==> src/rtl/benc_322_pkg.sv <==
// Shared constants for the rate-2/3 (3,2,2) convolutional encoder: generator masks, tail length, FSM states.
package benc_322_pkg;

    localparam int K_BITS   = 2;
    localparam int N_BITS   = 3;
    localparam int M_BITS   = 3;
    localparam int TAIL_LEN = 2;

    // Generator masks over {u1,u0,s1a,s1b,s0a}
    localparam logic [4:0] G_V2 = 5'b11010;
    localparam logic [4:0] G_V1 = 5'b10101;
    localparam logic [4:0] G_V0 = 5'b01111;

    typedef enum logic [1:0] {
        IDLE  = 2'd0,
        DATA  = 2'd1,
        TAIL1 = 2'd2,
        TAIL2 = 2'd3
    } fsm_t;

endpackage

==> src/rtl/benc_322_fn.sv <==
// Combinational trellis step: {u, state} -> {code, next_state}, state = {s1a,s1b,s0a}.
module benc_fn_322
    import benc_322_pkg::*;
(
    input  logic [K_BITS-1:0] u,
    input  logic [M_BITS-1:0] state,
    output logic [N_BITS-1:0] code,
    output logic [M_BITS-1:0] next_state
);

    logic [4:0] taps;

    assign taps       = {u, state};
    assign code       = {^(taps & G_V2), ^(taps & G_V1), ^(taps & G_V0)};
    assign next_state = {u[1], state[2], u[0]};

endmodule

==> src/rtl/benc_322.sv <==
// Rate-2/3 convolutional encoder with valid/ready streams and a one-stage output register.
// Define BENC322_TAIL_EN for zero-tail termination; otherwise frames are truncated on in_last.
module benc_322
    import benc_322_pkg::*;
#(
    parameter int CNT_W = 16
) (
    input  logic             clock,
    input  logic             reset,
    input  logic             in_valid,
    output logic             in_ready,
    input  logic [1:0]       in_data,
    input  logic             in_last,
    output logic             out_valid,
    input  logic             out_ready,
    output logic [2:0]       out_code,
    output logic             out_last,
    output logic [CNT_W-1:0] sym_count
);

    fsm_t       fsm_reg;
    logic [2:0] enc_state_reg;
    logic       slot_free;
    logic       in_tail;
    logic [1:0] enc_u;
    logic [2:0] enc_code;
    logic [2:0] enc_next;

    assign slot_free = !out_valid || out_ready;
    assign in_tail   = (fsm_reg == TAIL1) || (fsm_reg == TAIL2);
    assign in_ready  = !in_tail && slot_free;
    assign enc_u     = in_tail ? 2'b00 : in_data;

    benc_fn_322 u_fn (
        .u          (enc_u),
        .state      (enc_state_reg),
        .code       (enc_code),
        .next_state (enc_next)
    );

    always_ff @(posedge clock or negedge reset) begin
        if (!reset) begin
            fsm_reg       <= IDLE;
            enc_state_reg <= '0;
            out_valid     <= 1'b0;
            out_code      <= '0;
            out_last      <= 1'b0;
            sym_count     <= '0;
        end else if (slot_free) begin
            // Output register drains by default; a new symbol below overrides this.
            out_valid <= 1'b0;
            unique case (fsm_reg)
                IDLE, DATA: begin
                    if (in_valid) begin
                        out_valid <= 1'b1;
                        out_code  <= enc_code;
                        sym_count <= (fsm_reg == IDLE) ? CNT_W'(1) : sym_count + CNT_W'(1);
`ifdef BENC322_TAIL_EN
                        out_last      <= 1'b0;
                        enc_state_reg <= enc_next;
                        fsm_reg       <= in_last ? TAIL1 : DATA;
`else
                        out_last      <= in_last;
                        enc_state_reg <= in_last ? 3'b000 : enc_next;
                        fsm_reg       <= in_last ? IDLE : DATA;
`endif
                    end
                end
`ifdef BENC322_TAIL_EN
                TAIL1: begin
                    out_valid     <= 1'b1;
                    out_code      <= enc_code;
                    out_last      <= 1'b0;
                    sym_count     <= sym_count + CNT_W'(1);
                    enc_state_reg <= enc_next;
                    fsm_reg       <= TAIL2;
                end
                TAIL2: begin
                    out_valid     <= 1'b1;
                    out_code      <= enc_code;
                    out_last      <= 1'b1;
                    sym_count     <= sym_count + CNT_W'(1);
                    enc_state_reg <= enc_next;
                    fsm_reg       <= IDLE;
                end
`endif
                default: fsm_reg <= IDLE;
            endcase
        end
    end

endmodule
==> config.mk <==
export PLATFORM = sky130hd
export DESIGN_NAME = benc_322
export DESIGN_NICKNAME = d
export VERILOG_FILES = /design/src/rtl/benc_322_pkg.sv /design/src/rtl/benc_322_fn.sv /design/src/rtl/benc_322.sv
export SDC_FILE = /design/constraint.sdc
export NUM_CORES = 1
export LEC_CHECK = 0
export ABC_CLOCK_PERIOD_IN_PS = 1780
export BUFFER_PORTS_ARGS = -buffer_cell sky130_fd_sc_hd__buf_2
export CORE_AREA = 3 3 58 55
export DETAILED_ROUTE_END_ITERATION = 10
export DIE_AREA = 0 0 61 58
export HOLD_SLACK_MARGIN = 0.15
export PLACE_DENSITY = 0.79
export SYNTH_ARGS = -nofsm -noshare
export SYNTH_HDL_FRONTEND = slang
export SYNTH_SLANG_ARGS = --single-unit
==> constraint.sdc <==
create_clock -name clock -period 1.78 [get_ports clock]
set_input_delay 0.356 -clock clock [delete_from_list [all_inputs] [get_ports clock]]
set_output_delay 0.356 -clock clock [all_outputs]
set_load 0.02 [all_outputs]
Yosys cells after proc, flatten, opt, wreduce, memory -nomap -nowiden
Cells that the tools add are included.

operators by class
  eq/ne operators = 4
  muxes and demuxes = 8
  reductions and logical operators = 12
  $add $sub $neg = 1

operators with widths
  cell                                                             count
  16-bit by 1-bit adder with 16-bit output, second input constant  1
  16-bit two-way mux                                               1
  5-bit parity                                                     3
  2-bit two-way mux                                                3
  2-bit == test, second input constant                             2
  1-bit two-way mux                                                3
  3-bit two-way mux                                                1
  3-bit AND reduction                                              1
  2-bit by 1-bit == test with 1-bit output, second input constant  1
  1-bit zero test                                                  2
  2-bit zero test                                                  1
  1-bit logical OR                                                 2
  2-bit != test, second input constant                             1
  2-bit AND reduction                                              1
  2-bit OR reduction                                               1
  1-bit logical AND                                                1

storage, ports and cells
  register bits = 26
  logic and storage cells = 31
  input port bits = 7

Longest topological paths before layout
Gate-level depths: netlist of the first run.

  depth in word-level cells = 4
  mapped depth = 6
  mapped depth without buffers = 5

Modules after synthesis
A second synthesis of the first run with hierarchy kept.

second synthesis, totals
  cells, all modules = 131
  area total of the unflattened synthesis = 1,268.7 um^2

by module, submodules not included
  module       instances  area an instance (um^2)  cells each
  benc_322     1          1,202.4                  123
  benc_fn_322  1          66.3                     8

Worst setup path after synthesis of the first run
No wires, ideal clock.

  path type = reg2reg
  start = register sym_count[0]
  end = register sym_count[10]
  arrival = 1,892 ps
  cell stages (with the launch flop) = 7
  library setup time = 78 ps
  required time = 1,702 ps
  path buffers = 1
  setup slack = -190 ps
  cell sequence = dfrtp_1 -> ha_1 -> nand3_1 -> or4b_1 -> buf_2 -> or3_1 -> a21oi_1

between the ends
  word-level cells in the longest chain between the ends = 2

RTL lines
  element                                   RTL line        text
  from (decl)                               benc_322.sv:18  output logic [CNT_W-1:0] sym_count
  from (signal assigned)                    benc_322.sv:57  sym_count <= (fsm_reg == IDLE) ? CNT_W'(1) : sym_count + CNT_W'(1);
  16-bit by 1-bit adder with 16-bit output  benc_322.sv:57
  16-bit two-way mux                        benc_322.sv:57

No other way between the ends.
A chain may end at the register's enable or synchronous reset.

Final worst setup path of the first run
  start = register sym_count[1]
  end = register sym_count[10]

The elaborated chain is that of the path after synthesis.

==> results of run 1 <==
==> worst reg2reg max path, delay by kind of cell (launching register included) <==
| family | cells | cell delay [ns] |
|---|---|---|
| AOI/OAI and AO/OA | 1 | 0.13 |
| adders and majority gates | 1 | 0.15 |
| DFF | 1 | 0.41 |
| and+or+nand+nor | 3 | 0.96 |
==> cells by family after synthesis <==
group	count (synthesis)	synth area share [%]
mux	2	1.879
xor+xnor	6	4.384
buf+inv	7	2.296
flops	25	52.19
simple gates	52	23.49
fa+ha+maj	1	1.044
compound gates	32	14.72
==> layout by cell type, fill, tap and decap left out, types with 2 or more instances in the layout <==
cell                       netlist  final
sky130_fd_sc_hd__nor3_1          2      2
sky130_fd_sc_hd__nand2_1        17     17
sky130_fd_sc_hd__inv_2           1      2
sky130_fd_sc_hd__clkbuf_4        0      3
sky130_fd_sc_hd__dfrtp_1        25     23
sky130_fd_sc_hd__o31ai_1         2      2
sky130_fd_sc_hd__o21ai_0        19     19
sky130_fd_sc_hd__a21oi_2         0      2
sky130_fd_sc_hd__nand4_1         4      4
sky130_fd_sc_hd__and2_1          3      3
sky130_fd_sc_hd__or3_1           8      8
sky130_fd_sc_hd__xnor2_1         4      4
sky130_fd_sc_hd__mux2_2          2      2
sky130_fd_sc_hd__and4_1          3      3
sky130_fd_sc_hd__buf_4           0      8
sky130_fd_sc_hd__nand3_1         7      6
sky130_fd_sc_hd__buf_2           1     28
sky130_fd_sc_hd__dfrtp_2         0      2
sky130_fd_sc_hd__xor2_1          2      2
sky130_fd_sc_hd__nand2b_1        3      3
sky130_fd_sc_hd__o21a_1          2      2
sky130_fd_sc_hd__a21oi_1         7      5
==> what timing repair did <==
item	CTS	global route
hold endpoints to repair	25	0
hold buffers	1	0
pin swaps	0	1
gates resized for setup	1	4
endpoints found under the setup margin	4	8
==> worst min-delay path by stage <==
stage          startpoint                      endpoint  slack (ns)  cells after the start
2_1_floorplan       reset  enc_state_reg[0]$_DFFE_PN0P_        0.06                      0
3_3_place_gp        reset     sym_count[13]$_DFFE_PN0P_        0.37                      1
3_5_place_dp        reset     sym_count[13]$_DFFE_PN0P_        0.38                      1
4_1_cts           in_last        fsm_reg[0]$_DFFE_PN0P_        0.25                      2
5_1_grt           in_last        fsm_reg[0]$_DFFE_PN0P_        0.25                      2
6_report          in_last        fsm_reg[0]$_DFFE_PN0P_        0.26                      2
==> per-layer routing <==
| metal | vias to the layer above | share of wire (%) | track usage (%) |
|---|---|---|---|
| li1 | 521 | - | - |
| met2 | 40 | 46 | 23.21 |
| met1 | 505 | 47 | 22.90 |
| met5 | - | 0 | 0 |
| met4 | 0 | 0 | 4.644 |
| met3 | 0 | 6.0 | 5.122 |
==> where the power goes <==
part           internal, mW  total [mW]  switching [mW]
Clock                0.0843       0.260           0.176
Sequential            0.641       0.705          0.0641
Combinational         0.164       0.389           0.224
Total                 0.890        1.35           0.464
==> final cells by class <==
type / instances / area [µm²] / area share, %
Sequential cell: 25 / 628.1 / 42.11
Multi-Input combinational cell: 93 / 576.8 / 38.67
Timing Repair Buffer: 37 / 210.2 / 14.09
Tap cell: 30 / 37.54 / 2.517
Clock buffer: 3 / 22.52 / 1.510
Inverter: 3 / 11.26 / 0.7550
Clock inverter: 1 / 5.005 / 0.3356
==> metrics.log, run 1 <==
INFO  metric cts_root_buffer = sky130_fd_sc_hd__clkbuf_4
INFO  metric flip_flop_and_latch_count_after_synthesis = 25
INFO  metric fin_crit_sh = 95.48%
INFO  metric worst_setup_path_startpoint = sym_count[1]$_DFFE_PN0P_
INFO  metric post-synth-top-area-cell = sky130_fd_sc_hd__dfrtp_1
INFO  metric cpMaxStageDelayCell = sky130_fd_sc_hd__or4b_4
INFO  metric ys_top_cells_by_area = sky130_fd_sc_hd__dfrtp_1, sky130_fd_sc_hd__o21ai_0, sky130_fd_sc_hd__nand2_1
INFO  metric yosys.cell_count.top_type = sky130_fd_sc_hd__dfrtp_1
INFO  metric hold_viol = 0
INFO  metric finalSetupTns = 0 ns
INFO  metric dpl-instance-area = 1440 µm²
INFO  metric critical-path-top-delay-family = simple AND/OR/NAND/NOR gates
INFO  metric crit_path_start_kind = flip-flop
INFO  metric initialDrtViolationCount = 83
INFO  metric syn_to_final_growth = 24.43%
INFO  metric post-route-cell-area = between 1000 and 1500 µm²
INFO  metric worst-r2r-setup-slack = 0.08 ns
INFO  metric number_of_antenna_violating_nets_in_the_routed_design = 0
INFO  metric placedCellCount = 187
INFO  metric max_slew.worst_pin.slew = 0.5531 ns
INFO  metric cts.htree.levels = 1
INFO  metric place.detailed.hpwl = about 2.0 mm
INFO  metric outcome = finished, final reports clean
INFO  metric synthDistinctLibCells = 27
INFO  metric critical_path.cell_chain = ha_4 -> nand3_2 -> or4b_4 -> or3_1 -> a21oi_1
INFO  metric worstReg2RegStart = sym_count[1]$_DFFE_PN0P_
INFO  metric route.vias.total = 1066
INFO  metric start_util = 44.72%
INFO  metric synth_enable_flop_cells = 0
INFO  metric timing.max_cap.violations = 0
INFO  metric clk_pin_slew = 0.15 ns
INFO  metric synth.avg_cell_area = 9.589 µm²
INFO  metric fin_cells = 192
INFO  metric netlist_top_cells_count = sky130_fd_sc_hd__dfrtp_1, sky130_fd_sc_hd__o21ai_0, sky130_fd_sc_hd__nand2_1
INFO  metric totalPowerFinal = roughly 1.4 mW
INFO  metric grt_setup_unrepaired = true
INFO  metric grt_antenna_before_repair = 0
INFO  metric grt_remaining_overflow = 0
INFO  metric avgRoutedWirePerCell = about 14 µm
INFO  metric timing.fmax = roughly 0.59 GHz
INFO  metric r2r_cells = 5
INFO  metric grt_first_pass_wirelength = 4.333 mm
INFO  metric post_route_wl = 2.596 mm
INFO  metric cp_num_cells = 5
INFO  metric critical_path.n_buffers_inverters = 0
INFO  metric post-route-util = 55.65%
INFO  metric gpl.final_weighted_congestion = slightly above 0.8
INFO  metric design.die.area = 3538 µm²
INFO  metric finalHoldWorstSlack = 0.2598 ns
INFO  metric worstSkewPairLatency = 0.33 ns
INFO  metric largest_reg_flops = 16
INFO  metric dp_worst_setup_slack = -0.05165 ns
INFO  metric hp_class = in2reg
INFO  metric dominantRegCellSynth = sky130_fd_sc_hd__dfrtp_1
INFO  metric vias_per_cell = 5.552
INFO  metric largest_net_degree_at_the_start_of_global_routing = 26
INFO  metric timing.rr.end = sym_count[10]$_DFFE_PN0P_
INFO  metric finalClockSkew = around 0.012 ns
INFO  metric critPathCaptureType = flip-flop
INFO  metric crit_path_max_fanout = 9
INFO  metric crit_path_max_incr_delay = 0.54 ns
INFO  metric async_flop_share = 100.0%
INFO  metric synth_area = about 1200 µm²
INFO  metric share_of_the_synthesized_area_in_the_top_cell_type = 52.19%
INFO  metric finish.net_count = 171
INFO  metric cts_inserted_buffers = 3
INFO  metric synthesis.instances = 125
INFO  metric ys_seq_area_share = between 50% and 60%
INFO  metric yosys_warnings = 0
INFO  metric floorplan.die.height = 58 µm
INFO  metric insertedDiodeCount = 0
INFO  metric postCtsSetupBuffers = 0
INFO  metric drc = 0
INFO  metric timing.final.setup_violations = 0
INFO  metric io_pins = 29
INFO  metric timing_worst_setup_path_type = reg2reg
INFO  metric relSlewSlack = 63.13%
INFO  metric numClockSinks = 25
INFO  metric grt.total_usage = ~16%
INFO  metric cts.path.max_buffers = 2
INFO  metric crit_end = sym_count[10]$_DFFE_PN0P_
INFO  metric design.core.area = 2680 µm²
INFO  metric critPathArrivalTime = ~2.0 ns
INFO  metric power.leakage = slightly below 0.7 nW
INFO  metric finalMaxSlewViolations = 0
INFO  metric cts_tree = done
INFO  metric place.port_buffers = 28
INFO  metric std_cell_rows = 18
INFO  metric floorplan.die.width = 61 µm
INFO  metric finalWorstPathRequiredPeriod = 1.700 ns
INFO  metric finalWorstSetupSlack = 0.08042 ns
INFO  metric drive_gt1_share = 32.10%
INFO  metric endpoint_required_time_on_the_critical_path = 2.05 ns
INFO  metric layout.filler_cells = 233
INFO  metric synth_fp_nets = 133
INFO  metric max-vdd-ir-drop = 571.9 µV
INFO  metric pwr_cell_area = between 900 and 1000 nW/µm²
INFO  metric first_pass_iters = 4
INFO  metric first_global_vias = 964
(Power assumes the default switching activity.)
==> inputs of run 2 (changes only) <==
ABC_AREA = 1   (was not set)
CORE_AREA = 3 3 61 58   (was 3 3 58 55)
DIE_AREA = 0 0 64 61   (was 0 0 61 58)
PLACE_DENSITY = 0.8   (was 0.79)
==> run 2 against run 1 <==
Effect of this change: first-iteration DRC count increased by 23%; sequential share of layout area shrank 2.9 points; flip-flop and latch count stayed put; register-to-register slack improved by 0.30 ns; synthesized area increased by 16%; final cell count increased by 27%; largest power group unchanged.
==> metrics.log, run 2 <==
INFO  metric synthDistinctLibCells = 26
INFO  metric synth_enable_flop_cells = 0
INFO  metric finish.net_count = 211
INFO  metric synth_area = 1388 µm²
INFO  metric cts.path.max_buffers = 2
INFO  metric number_of_antenna_violating_nets_in_the_routed_design = 0
INFO  metric relSlewSlack = 62.98%
INFO  metric async_flop_share = 100.0%
INFO  metric design.die.area = between 3000 and 4000 µm²
INFO  metric std_cell_rows = 19
INFO  metric postCtsSetupBuffers = 0
INFO  metric dominantRegCellSynth = sky130_fd_sc_hd__dfrtp_1
INFO  metric design.core.area = around 3000 µm²
INFO  metric synthesis.instances = 171
INFO  metric gpl.final_weighted_congestion = 0.9395
INFO  metric worstSkewPairLatency = 0.34 ns
INFO  metric hp_class = in2reg
INFO  metric insertedDiodeCount = 0
INFO  metric grt.busiest_layer = met2
INFO  metric power.leakage = 0.8326 nW
INFO  metric largest_net_degree_at_the_start_of_global_routing = 26
INFO  metric first_global_vias = around 1100
INFO  metric netlist_top_cells_count = sky130_fd_sc_hd__nand2_1, sky130_fd_sc_hd__dfrtp_1, sky130_fd_sc_hd__nor2_1
INFO  metric endpoint_required_time_on_the_critical_path = a little over 2 ns
INFO  metric syn_to_final_growth = 14.88%
INFO  metric cts.htree.levels = 1
INFO  metric cts_root_buffer = sky130_fd_sc_hd__clkbuf_4
INFO  metric crit_path_start_kind = flip-flop
INFO  metric timing.fmax = approximately 0.71 GHz
INFO  metric critPathCaptureType = flip-flop
INFO  metric finalWorstPathRequiredPeriod = 1.400 ns
INFO  metric floorplan.die.width = around 64 µm
INFO  metric critPathArrivalTime = 1.65 ns
INFO  metric synth_fp_nets = 179
INFO  metric synth.avg_cell_area = 8.115 µm²
INFO  metric place.detailed.hpwl = around 2.1 mm
INFO  metric initialDrtViolationCount = 102
INFO  metric met2_layer_usage_reported_by_global_route = 24.89%
INFO  metric worstReg2RegStart = out_valid$_DFFE_PN0N_
INFO  metric numClockSinks = 25
INFO  metric drc = 0
INFO  metric multi_input_comb_area = 656.9 µm²
INFO  metric layout.filler_cells = 277
INFO  metric timing.final.setup_violations = 0
INFO  metric post-synth-top-area-cell = sky130_fd_sc_hd__dfrtp_1
INFO  metric first_pass_iters = 4
INFO  metric grt.total_usage = 16.34%
INFO  metric vias_per_cell = 4.885
INFO  metric max_slew.worst_pin.slew = 0.5553 ns
INFO  metric finalSetupTns = 0 ns
INFO  metric outcome = finished, final reports clean
INFO  metric cts_inserted_buffers = 3
INFO  metric finalClockSkew = 0.02523 ns
INFO  metric grt_remaining_overflow = 0
INFO  metric finalWorstSetupSlack = 0.3796 ns
INFO  metric startpoint_of_the_worst_hold_path = in_data[1]
INFO  metric cts_tree = done
INFO  metric post_route_wl = 2.889 mm
INFO  metric dp_worst_setup_slack = 0.2814 ns
INFO  metric fin_crit_sh = ~80%
INFO  metric largest_reg_flops = 16
INFO  metric finalMaxSlewViolations = 0
INFO  metric share_of_the_synthesized_area_in_the_top_cell_type = 45.09%
INFO  metric post_cts_resize_count = 0
INFO  metric worst_setup_path_startpoint = out_valid$_DFFE_PN0N_
INFO  metric route.vias.total = 1192
INFO  metric final_cell_mix = sky130_fd_sc_hd__nand2_1, sky130_fd_sc_hd__buf_2, sky130_fd_sc_hd__dfrtp_1
INFO  metric place.port_buffers = 28
INFO  metric layout_commonest_cell = sky130_fd_sc_hd__nand2_1
INFO  metric io_pins = 29
INFO  metric grt_first_pass_wirelength = 4.940 mm
INFO  metric yosys_warnings = 0
INFO  metric avgRoutedWirePerCell = ~12 µm
INFO  metric drive_gt1_share = 22.77%
INFO  metric register_area = 625.6 µm²
INFO  metric yosys.cell_count.top_type = sky130_fd_sc_hd__nand2_1
INFO  metric ys_top_cells_by_area = sky130_fd_sc_hd__dfrtp_1, sky130_fd_sc_hd__nand2_1, sky130_fd_sc_hd__nor2_1
INFO  metric grt_use_met1 = 24.21%
INFO  metric hold_viol = 0
INFO  metric clk_pin_slew = 0.15 ns
INFO  metric ys_seq_area_share = 45.09%
INFO  metric start_util = a little under half
INFO  metric timing_worst_setup_path_type = reg2reg
INFO  metric max-vdd-ir-drop = 310.2 µV
INFO  metric grt_setup_unrepaired = false
INFO  metric flip_flop_and_latch_count_after_synthesis = 25
INFO  metric crit_path_max_fanout = 23
INFO  metric floorplan.die.height = ~61 µm
INFO  metric grt.met3_usage = around 1.5%
INFO  metric pwr_cell_area = 820.4 nW/µm²
INFO  metric grt_antenna_before_repair = 0
INFO  metric timing.max_cap.violations = 0
-- run 2: cell types whose count changed after synthesis, sizes merged, moves of 3 or more --
cell	change
nand2b	-3
o21ai	-7
nand3	+3
nand2	+28
and2	-3
nor2	+27
clkbuf	-3
or3	-8
and4	-3
inv	+19
-- run 2: path summary, 6_finish.rpt --
kind,cells past startpoint,endpoint,slack (ns)
max in group asynchronous,2,out_code[0]$_DFFE_PN0P_,0.87
min in group asynchronous,2,sym_count[11]$_DFFE_PN0P_,0.51
min reg2reg,2,out_code[2]$_DFFE_PN0P_,0.50
max,8,sym_count[12]$_DFFE_PN0P_,0.38
max reg2reg,8,sym_count[12]$_DFFE_PN0P_,0.38
min,3,enc_state_reg[2]$_DFFE_PN0P_,0.30
-- run 2: logic make-up after synthesis --
kind of cell             synth area share (%)
AO/OA/AOI/OAI                           8.296
flip-flops                              45.09
adder cells (fa/ha/maj)                0.9016
XOR/XNOR                                4.418
AND/OR/NAND/NOR                         33.72
buffers and inverters                   7.574
-- run 2: layout make-up --
cell class | instances | area share, %
Clock buffer | 4 | 1.648
Multi-Input combinational cell | 122 | 41.21
Tap cell | 42 | 3.297
Timing Repair Buffer | 29 | 9.419
Sequential cell | 25 | 39.25
Inverter | 22 | 5.181
-- run 2: per-stage QoR --
stage          util (%)  area, µm²  hold slack, ns  cells  power [mW]
2_1_floorplan         -       1388         0.06041    171      0.9444
3_3_place_gp      52.42       1558          0.3780    239       1.048
3_5_place_dp      52.42       1558          0.3824    239       1.059
4_1_cts           53.64       1594          0.3038    244       1.313
5_1_grt           53.64       1594          0.2995    244       1.385
6_report          53.64       1594          0.3015    244       1.308
-- run 2: where the power goes --
part / total, mW / internal, mW / switching, mW
Clock: 0.263 / 0.0880 / 0.175
Combinational: 0.333 / 0.125 / 0.208
Sequential: 0.712 / 0.633 / 0.0790
Total: 1.31 / 0.846 / 0.462
-- run 2: worst max-delay path, cell delays in order (launching register included) --
cell and delay [ns]:
sky130_fd_sc_hd__dfrtp_1 0.42, sky130_fd_sc_hd__nand2_4 0.10, sky130_fd_sc_hd__nand2_4 0.17, sky130_fd_sc_hd__inv_1 0.23, sky130_fd_sc_hd__nand2_1 0.08, sky130_fd_sc_hd__nor2_1 0.17, sky130_fd_sc_hd__nand2_1 0.07, sky130_fd_sc_hd__nand2_1 0.06
sky130_fd_sc_hd__nor2_1 0.04
-- run 2: what timing repair did --
item	in CTS	in global routing
hold buffers	1	0
setup endpoints to repair	0	0
hold endpoints to repair	25	0
-- run 2: routing by layer --
metal / part of all wire, % / wire [µm] / vias to the layer above
met5: 0 / 0 / -
met4: 1.4 / 40 / 0
met3: 6.6 / 191 / 5
met2: 43 / 1239 / 41
met1: 49 / 1417 / 540
li1: - / - / 606
